**src/rtl/mul_writeback_seq.sv**
```systemverilog
// mul_writeback_seq: sequences a 2N-bit product onto an N-bit register-file write port; optional flag registers via MUL_WB_FLAGS_EN
module mul_writeback_seq #(
  parameter int N  = 2,
  parameter int RA = 4
) (
  input  logic            clk,
  input  logic            rst,
  input  logic            in_valid,
  output logic            in_ready,
  input  logic [2*N-1:0]  in_product,
  input  logic            in_zero,
  input  logic            in_neg,
  input  logic            in_wide,
  input  logic [RA-1:0]   in_rd_lo,
  input  logic [RA-1:0]   in_rd_hi,
  output logic            wb_en,
  output logic [RA-1:0]   wb_addr,
  output logic [N-1:0]    wb_data,
  output logic            busy,
  output logic            done,
  output logic            flag_z,
  output logic            flag_n
);
  typedef enum logic [1:0] {IDLE, WR_LO, WR_HI} state_t;
  state_t            state_q, state_d;
  logic [2*N-1:0]    prod_q, prod_d;
  logic              wide_q, wide_d;
  logic [RA-1:0]     rd_lo_q, rd_lo_d, rd_hi_q, rd_hi_d;
  logic              wb_en_q, wb_en_d;
  logic [RA-1:0]     wb_addr_q, wb_addr_d;
  logic [N-1:0]      wb_data_q, wb_data_d;
  logic              accept;
  assign in_ready = (state_q == IDLE) || (state_q == WR_HI) || (state_q == WR_LO && !wide_q);
  assign done     = (state_q == WR_LO && !wide_q) || (state_q == WR_HI);
  assign busy     = state_q != IDLE;
  assign accept   = in_valid && in_ready;
  assign wb_en    = wb_en_q;
  assign wb_addr  = wb_addr_q;
  assign wb_data  = wb_data_q;
  // Next state, holding-register load, and write-port values for the coming cycle
  always_comb begin
    state_d   = (state_q == WR_LO && wide_q) ? WR_HI : accept ? WR_LO : IDLE;
    prod_d    = accept ? in_product : prod_q;
    wide_d    = accept ? in_wide : wide_q;
    rd_lo_d   = accept ? in_rd_lo : rd_lo_q;
    rd_hi_d   = accept ? in_rd_hi : rd_hi_q;
    wb_en_d   = state_d != IDLE;
    wb_addr_d = state_d == WR_LO ? rd_lo_d : state_d == WR_HI ? rd_hi_d : '0;
    wb_data_d = state_d == WR_LO ? prod_d[N-1:0] : state_d == WR_HI ? prod_d[2*N-1:N] : '0;
  end
  // State, holding register and registered write port
  always_ff @(posedge clk) begin
    if (rst) begin
      state_q   <= IDLE;
      prod_q    <= '0;
      wide_q    <= 1'b0;
      rd_lo_q   <= '0;
      rd_hi_q   <= '0;
      wb_en_q   <= 1'b0;
      wb_addr_q <= '0;
      wb_data_q <= '0;
    end else begin
      state_q   <= state_d;
      prod_q    <= prod_d;
      wide_q    <= wide_d;
      rd_lo_q   <= rd_lo_d;
      rd_hi_q   <= rd_hi_d;
      wb_en_q   <= wb_en_d;
      wb_addr_q <= wb_addr_d;
      wb_data_q <= wb_data_d;
    end
  end
`ifdef MUL_WB_FLAGS_EN
  logic flag_z_q, flag_n_q;
  // Flags follow the most recently accepted product
  always_ff @(posedge clk) begin
    if (rst) begin
      flag_z_q <= 1'b0;
      flag_n_q <= 1'b0;
    end else if (accept) begin
      flag_z_q <= in_zero;
      flag_n_q <= in_neg;
    end
  end
  assign flag_z = flag_z_q;
  assign flag_n = flag_n_q;
`else
  logic unused_flags;
  assign unused_flags = in_zero ^ in_neg;
  assign flag_z = 1'b0;
  assign flag_n = 1'b0;
`endif
endmodule

```
**config.mk**
```make
export PLATFORM = sky130hd
export DESIGN_NAME = mul_writeback_seq
export DESIGN_NICKNAME = d
export VERILOG_FILES = /design/src/rtl/mul_writeback_seq.sv
export SDC_FILE = /design/constraint.sdc
export NUM_CORES = 1
export LEC_CHECK = 0
export BUFFER_PORTS_ARGS = -buffer_cell sky130_fd_sc_hd__buf_2
export CAP_MARGIN = 5
export CORE_MARGIN = 3
export CORE_UTILIZATION = 38
export DETAILED_ROUTE_END_ITERATION = 10
export PLACE_DENSITY = 0.71
export SYNTH_ARGS = -nofsm -noshare
export SYNTH_HDL_FRONTEND = slang
export SYNTH_SLANG_ARGS = --single-unit
```
**constraint.sdc**
```tcl
create_clock -name clk -period 1.14 [get_ports clk]
set_clock_uncertainty 0.2 [all_clocks]
set_input_delay 0.171 -clock clk [delete_from_list [all_inputs] [get_ports clk]]
set_output_delay 0.171 -clock clk [all_outputs]
set_load 0.02 [all_outputs]
```
==> summary.txt, run 1 <==
Peak VDD IR: 541 uV
Post-synthesis instance total: 62
Flop pwr share: 0.502
Seq cells post-synth: 16
Sequential area share after synthesis: 0.519
Largest net degree at the start of global routing: 10
Hold_ws: -0.0327 ns
Antenna viol nets, final: 0
Vias in the first global route: 602
Internal power: 0.903 mW
R2R Setup Slk: -0.24 ns
Crit path DAT: 1.04 ns
Max Cap Violations: 0
CTS tree: done
Post-DP HPWL: 950 um
Vias/cell: 5.09
Critical Path RT: 0.77 ns
Number of antenna violations at the first check in global routing: 0
Setup CP Type: reg -> out
Core area: 1420 um^2
Violated checks: negative hold slack, negative setup slack
Final worst slack: -0.274 ns
Residual DRC: 0
Yosys warning count: 0
DIE WIDTH: 46.3 um
Port bufs: 25
First DRT Iteration DRCs: 6
Clk pwr share: 0.307
Fillers: 104
Fin nets: 124
RSZ-0062 raised after global routing: true
PD cells: 1120 nW/um^2
GRT overflow: 0
# clock sinks: 16
Comb pwr share: 0.192
Per-cell routed wire length: 13.7 um
H-tree depth: 1
Layout cells sized above 1: 0.571
Final min period: 1.41 ns
Lkg Pwr: 0.470 nW
Die footprint: 2140 um^2
DR pass1 iterations: 4
# rows: 13
Clk_lat worst skew: 0.28 ns
CTS root buf: clkbuf_4
Fin crit share: 1.24
Area of the multi-input gates: 314 um^2
CP max FO: 4
CTS buffer count: 3
Top delay family on crit path: flip-flops
Clk pin slew, worst setup/hold paths: 0.09 ns
Switching share of power: 0.250
Hold Path Class: in -> reg
Drt total wl: 1640 um
Number of diodes: 0
Post-place setup slack: -0.103 ns
Initial Util: 0.436
Storage element area: 329 um^2
Startpoint types: flop
Crit path buffers/inverters: 1
Mean Syn Cell Area: 9.95 um^2
CTS max path bufs: 2
Overall Global Routing Usage: 0.165
Count of different cell masters after synthesis: 20
Area added between synthesis and finish: 73.6%
Routed vias: 611
Setup violations, final: 19
Fin. Hold Viols: 2
Critical Path End Type: output port
Status: finished with violations
Final Max Tran Viols: 0
Max incr delay on CP: 0.37 ns
Final core utilization: 0.757
Die Y: 46.3 um
Mapped cell area: 617 um^2
GP Congestion: 0.713
Switch Pwr: 0.301 mW
Global-route wire length before repair: 2400 um
Hold_buf cts: 13
IO Pins: 30
Slowest cell on crit path: dfxtp_4
Critical Path, Cell by Cell: nand2b_4, o21ai_2, buf_6
Fmax: 707 MHz
## power by group through the flow
stage	registers, mW	logic (mW)	clock network (mW)
2_1_floorplan	0.628	0.0852	0
3_3_place_gp	0.615	0.145	0
3_5_place_dp	0.616	0.148	0
4_1_cts	0.602	0.208	0.378
5_1_grt	0.607	0.249	0.392
6_report	0.604	0.231	0.369
## layout make-up
type                    instances  area share
well taps                      15      0.0175
repair buffers                 46       0.336
flip-flops and latches         16       0.307
clock buffers                   4      0.0339
multi-input cells              37       0.293
inverters                       2      0.0117
## logic make-up after synthesis
| logic type | share of synthesized area |
|---|---|
| and+or+nand+nor | 0.154 |
| AOI/OAI and AO/OA | 0.221 |
| other | 0.00608 |
| DFF | 0.519 |
| buffers and inverters | 0.0994 |
## what timing repair did
action	in CTS	in global routing
pin swaps	12	8
endpoints found under the setup margin	18	22
setup buffers	4	0
resized for setup	19	15
endpoints found under the hold margin	15	2
## Yosys cell counts
| library cell | count | area share |
|---|---|---|
| o21ai_1 | 5 | 0.041 |
| buf_2 | 2 | 0.016 |
| dfxtp_1 | 16 | 0.52 |
| nand2b_1 | 2 | 0.020 |
| clkbuf_2 | 1 | 0.0081 |
| o21a_2 | 1 | 0.014 |
| a22o_1 | 6 | 0.085 |
| clkbuf_1 | 1 | 0.0061 |
| o21ai_0 | 3 | 0.024 |
| buf_6 | 1 | 0.018 |
| clkinv_2 | 1 | 0.0081 |
| conb_1 | 1 | 0.0061 |
| inv_2 | 1 | 0.0061 |
| buf_4 | 3 | 0.037 |
| nor3_4 | 1 | 0.026 |
| nand3_1 | 7 | 0.057 |
| or2_1 | 1 | 0.010 |
| nor3b_4 | 1 | 0.030 |
| a21oi_1 | 7 | 0.057 |
| or2_2 | 1 | 0.010 |
## worst paths after layout
kind,from,end,cells past startpoint
hold reg to reg,prod_q[2],prod_q[2],2
hold / removal,rst,state_q[0],2
setup reg to reg,state_q[1],wb_addr[1],4
setup / recovery,state_q[1],done,3
## per-layer routing
metal,vias to the layer above,wire length [um],GRT usage
li1,300,-,-
met3,7,109,0.0117
met1,272,645,0.176
met4,0,78,0.159
met5,-,0,0
met2,32,808,0.280
## stage by stage
| step | cells | total power [mW] | cell area (um^2) | setup TNS (ns) |
|---|---|---|---|---|
| global placement | 99 | 0.760 | 758 | -0.836 |
| global route | 120 | 1.25 | 1070 | -4.77 |
| floorplan | 63 | 0.713 | 637 | -0.223 |
| detailed placement | 99 | 0.763 | 758 | -1.02 |
| finish | 120 | 1.20 | 1070 | -3.70 |
| CTS | 120 | 1.19 | 1020 | -3.65 |
## worst reg2reg max path, delay by kind of cell (launching register included)
| family | cells | cell delay, ns |
|---|---|---|
| flops | 1 | 0.37 |
| buf+inv | 1 | 0.12 |
| compound gates | 1 | 0.19 |
| simple gates | 2 | 0.46 |
## registers in the layout, indices dropped and copies added, names as in the netlist
name / count
wb_en: 1
wide_q: 1
wb_data: 2
wb_addr: 4
rd_hi_q: 4
state_q: 2
prod_q: 2
## cells in the final DEF, fill, tap and decap left out, types with 2 or more instances in the layout
cell | netlist | routed
buf_4 | 3 | 7
nand3_2 | 0 | 2
o21ai_2 | 0 | 6
buf_2 | 2 | 19
a21oi_2 | 0 | 4
dfxtp_4 | 0 | 2
clkbuf_4 | 0 | 3
conb_1 | 1 | 2
a22o_1 | 6 | 6
dfxtp_1 | 16 | 13
nand3_1 | 7 | 5
buf_6 | 1 | 6
a21oi_1 | 7 | 3
dlygate4sd3_1 | 0 | 13
Power figures use the tool's default switching activity.
==> run 2: changes to the inputs <==
- ABC_AREA: default -> 1
- CELL_PAD_IN_SITES_DETAIL_PLACEMENT: default -> 0
- CELL_PAD_IN_SITES_GLOBAL_PLACEMENT: default -> 1
- CORE_UTILIZATION: 38 -> 29
- PLACE_DENSITY: 0.71 -> default
- PLACE_DENSITY_LB_ADDON: default -> 0.1
==> run 2 against run 1 <==
  * The flow finishes with violations (negative setup slack)
  * Wire length up 5.2%
  * Via count up 18%
  * Critical path depth unchanged
  * Worst setup slack better by 0.013 ns
  * Critical endpoint is now in_ready
  * Largest power group unchanged
==> summary.txt, run 2 <==
Status: finished with violations (unchanged)
Violated checks: negative setup slack (was negative hold slack, negative setup slack)
Critical Path RT: 0.77 ns (about the same)
Residual DRC: 0 (unchanged)
Initial Util: 0.311 (was 0.436)
# clock sinks: 18 (was 16)
Met3 usage: 0.0468 (was 0.0117)
Reg2Reg Launch Point: state_q[1] (unchanged)
Top delay family on crit path: flip-flops (unchanged)
Ranking of synthesized cells by area: dfxtp_1, nand2_1, nand2_4, nand3_1, nand3b_1 (was dfxtp_1, a22o_1, a21oi_1, nand3_1, o21ai_1)
Global-route wire length before repair: 2970 um (was 2400 um)
GP Congestion: 0.688 (was 0.713)
Cell mode on critical path: buf_6
Vias/cell: 4.15 (was 5.09)
Number of diodes: 0 (unchanged)
Count of different cell masters after synthesis: 18 (was 20)
Fin crit share: 1.23 (was 1.24)
Stages on worst setup path: 3 (unchanged)
Commonest cells after routing, fill and taps aside: nand2_1, buf_4, buf_2, inv_1 (was buf_2, dlygate4sd3_1, dfxtp_1, buf_4)
Slowest cell on crit path: dfxtp_2 (was dfxtp_4)
First DRT Iteration DRCs: 13 (was 6)
Startpoint types: flop (unchanged)
Overall Global Routing Usage: 0.118 (was 0.165)
Fin nets: 164 (was 124)
Met2 Resource Use GR: 0.181 (was 0.280)
Most Used Layer, Global Route: met2 (unchanged)
Placed cells: 162 (was 99)
Worst Hold Depth: 4 (was 2)
Port bufs: 25 (unchanged)
Largest net degree at the start of global routing: 10 (unchanged)
Seq cells post-synth: 18 (was 16)
Post-DP HPWL: 1260 um (was 950 um)
Number of antenna violations at the first check in global routing: 0 (unchanged)
Yosys warning count: 0 (unchanged)
Most common cell after layout, fill and taps aside: nand2_1 (was buf_2)
PD cells: 1080 nW/um^2 (was 1120 nW/um^2)
Post-place setup slack: -0.140 ns (was -0.103 ns)
Worst r2r path cells: 6 (was 4)
Hold Path Class: in -> reg (unchanged)
Critical Path End Type: output port (unchanged)
Mean Syn Cell Area: 7.91 um^2 (was 9.95 um^2)
Fin cells: 174 (was 120)
CTS buffer count: 3 (unchanged)
# rows: 18 (was 13)
Largest area contributor in the netlist: dfxtp_1 (unchanged)
Sequential area share after synthesis: 0.460 (was 0.519)
Final worst slack: -0.261 ns (was -0.274 ns)
RSZ-0062 raised after global routing: true (unchanged)
GRT overflow: 0 (unchanged)
Dpl cell area: 1010 um^2 (was 758 um^2)
CTS root buf: clkbuf_4 (unchanged)
Fin. Hold Viols: 0 (was 2)
Core area: 2520 um^2 (was 1420 um^2)
Max incr delay on CP: 0.35 ns (was 0.37 ns)
Final Cell Area: 1190 um^2 (was 1070 um^2)
Peak VDD IR: 766 uV (was 541 uV)
Final core utilization: 0.470 (was 0.757)
Primary FF master, synth: dfxtp_1 (unchanged)
Mapped cell area: 783 um^2 (was 617 um^2)
Synth top area share: 0.460 (was 0.519)
Fillers: 255 (was 104)
Critical Path, Cell by Cell: o21ai_4, buf_6, buf_6 (was nand2b_4, o21ai_2, buf_6)
Area added between synthesis and finish: 51.4% (was 73.6%)
EDFF count, synth: 0 (unchanged)
Vias in the first global route: 695 (was 602)
Layout cells sized above 1: 0.417 (was 0.571)
Max Cap Violations: 0 (unchanged)
Die Y: 58.0 um (was 46.3 um)
Worst R2R End: wb_data[1] (was wb_addr[1])
Setup CP Type: reg -> out (unchanged)
DR pass1 iterations: 4 (unchanged)
Die footprint: 3360 um^2 (was 2140 um^2)
Per-cell routed wire length: 9.92 um (was 13.7 um)
Post-synthesis instance total: 99 (was 62)
Antenna viol nets, final: 0 (unchanged)
Crit path buffers/inverters: 2 (was 1)
Count leader, synth: nand2_1 (was dfxtp_1)
Crit path DAT: 1.03 ns (was 1.04 ns)
Fmax: 714 MHz (was 707 MHz)
IO Pins: 30 (unchanged)
Power Total: 1.29 mW (was 1.20 mW)
CP max FO: 3 (was 4)
Clk_lat worst skew: 0.29 ns (was 0.28 ns)
WHS Endpoint: wb_addr[2] (was state_q[0])
Worst Min Path Start: in_rd_hi[2] (was rst)
Lkg Pwr: 0.606 nW (was 0.470 nW)
GR met1 Demand/Resource: 0.151 (was 0.176)
R2R Setup Slk: -0.20 ns (was -0.24 ns)
Clk pin slew, worst setup/hold paths: 0.10 ns (was 0.09 ns)
Final Max Tran Viols: 0 (unchanged)
Final min period: 1.40 ns (was 1.41 ns)
Async SR Flop Fraction: 0 (unchanged)
H-tree depth: 1 (unchanged)
Synth top cells by count: nand2_1, dfxtp_1, inv_1, nand3_1, nor2_1 (was dfxtp_1, a21oi_1, nand3_1, a22o_1, o21ai_1)
Routed vias: 722 (was 611)
Drt total wl: 1730 um (was 1640 um)
Setup violations, final: 20 (was 19)
DIE WIDTH: 58.0 um (was 46.3 um)
CTS max path bufs: 2 (unchanged)
CP startpoint: state_q[1] (unchanged)
CTS tree: done (unchanged)
[run 2: logic make-up after synthesis]
kind of cell / after synthesis / synth area share
simple gates: 58 / 0.390
flops: 18 / 0.460
buf+inv: 18 / 0.105
compound gates: 4 / 0.0399
other cells: 1 / 0.00479
[run 2: layout make-up]
cell class	instances	area [um^2]	share of cell area
repair buffers	46	357	0.301
inverters	13	48.8	0.0411
flip-flops and latches	18	374	0.315
multi-input cells	64	347	0.292
well taps	30	37.5	0.0316
clock buffers	3	22.5	0.0190
[run 2: how the worst max path moves through the flow]
stage            endpoint  slack (ns)
2_1_floorplan      wide_q       -0.26
3_3_place_gp   wb_addr[0]       -0.13
3_5_place_dp   wb_data[0]       -0.14
4_1_cts          in_ready       -0.30
5_1_grt          in_ready       -0.33
6_report         in_ready       -0.26
[run 2: worst min-delay path: cells and delay by family]
family,cells,cell delay [ns]
buffers and inverters,1,0.08
and+or+nand+nor,3,0.23
[run 2: per-stage QoR]
step / hold WS [ns] / setup TNS, ns
2_1_floorplan: 0.0565 / -2.97
5_1_grt: 0.0157 / -5.84
4_1_cts: 0.00373 / -4.52
3_5_place_dp: 0.172 / -1.76
6_report: 0.0129 / -3.87
3_3_place_gp: 0.168 / -1.60
[run 2: repair_timing]
action | in CTS | in global routing
gates resized for setup | 12 | 17
pin swaps | 1 | 2
buffers inserted | 3 | 0
endpoints found under the hold margin | 9 | 0
hold buffers | 6 | 0
endpoints found under the setup margin | 22 | 28
[run 2: routing by layer]
layer,vias up,part of all wire
li1,391,-
met1,311,0.49
met2,18,0.43
met3,2,0.068
met4,0,0.010
met5,-,0
[run 2: power by group]
| part | internal (mW) | switching [mW] | total (mW) |
|---|---|---|---|
| logic | 0.146 | 0.142 | 0.288 |
| clock network | 0.123 | 0.186 | 0.309 |
| registers | 0.672 | 0.0177 | 0.689 |
| total | 0.940 | 0.346 | 1.29 |
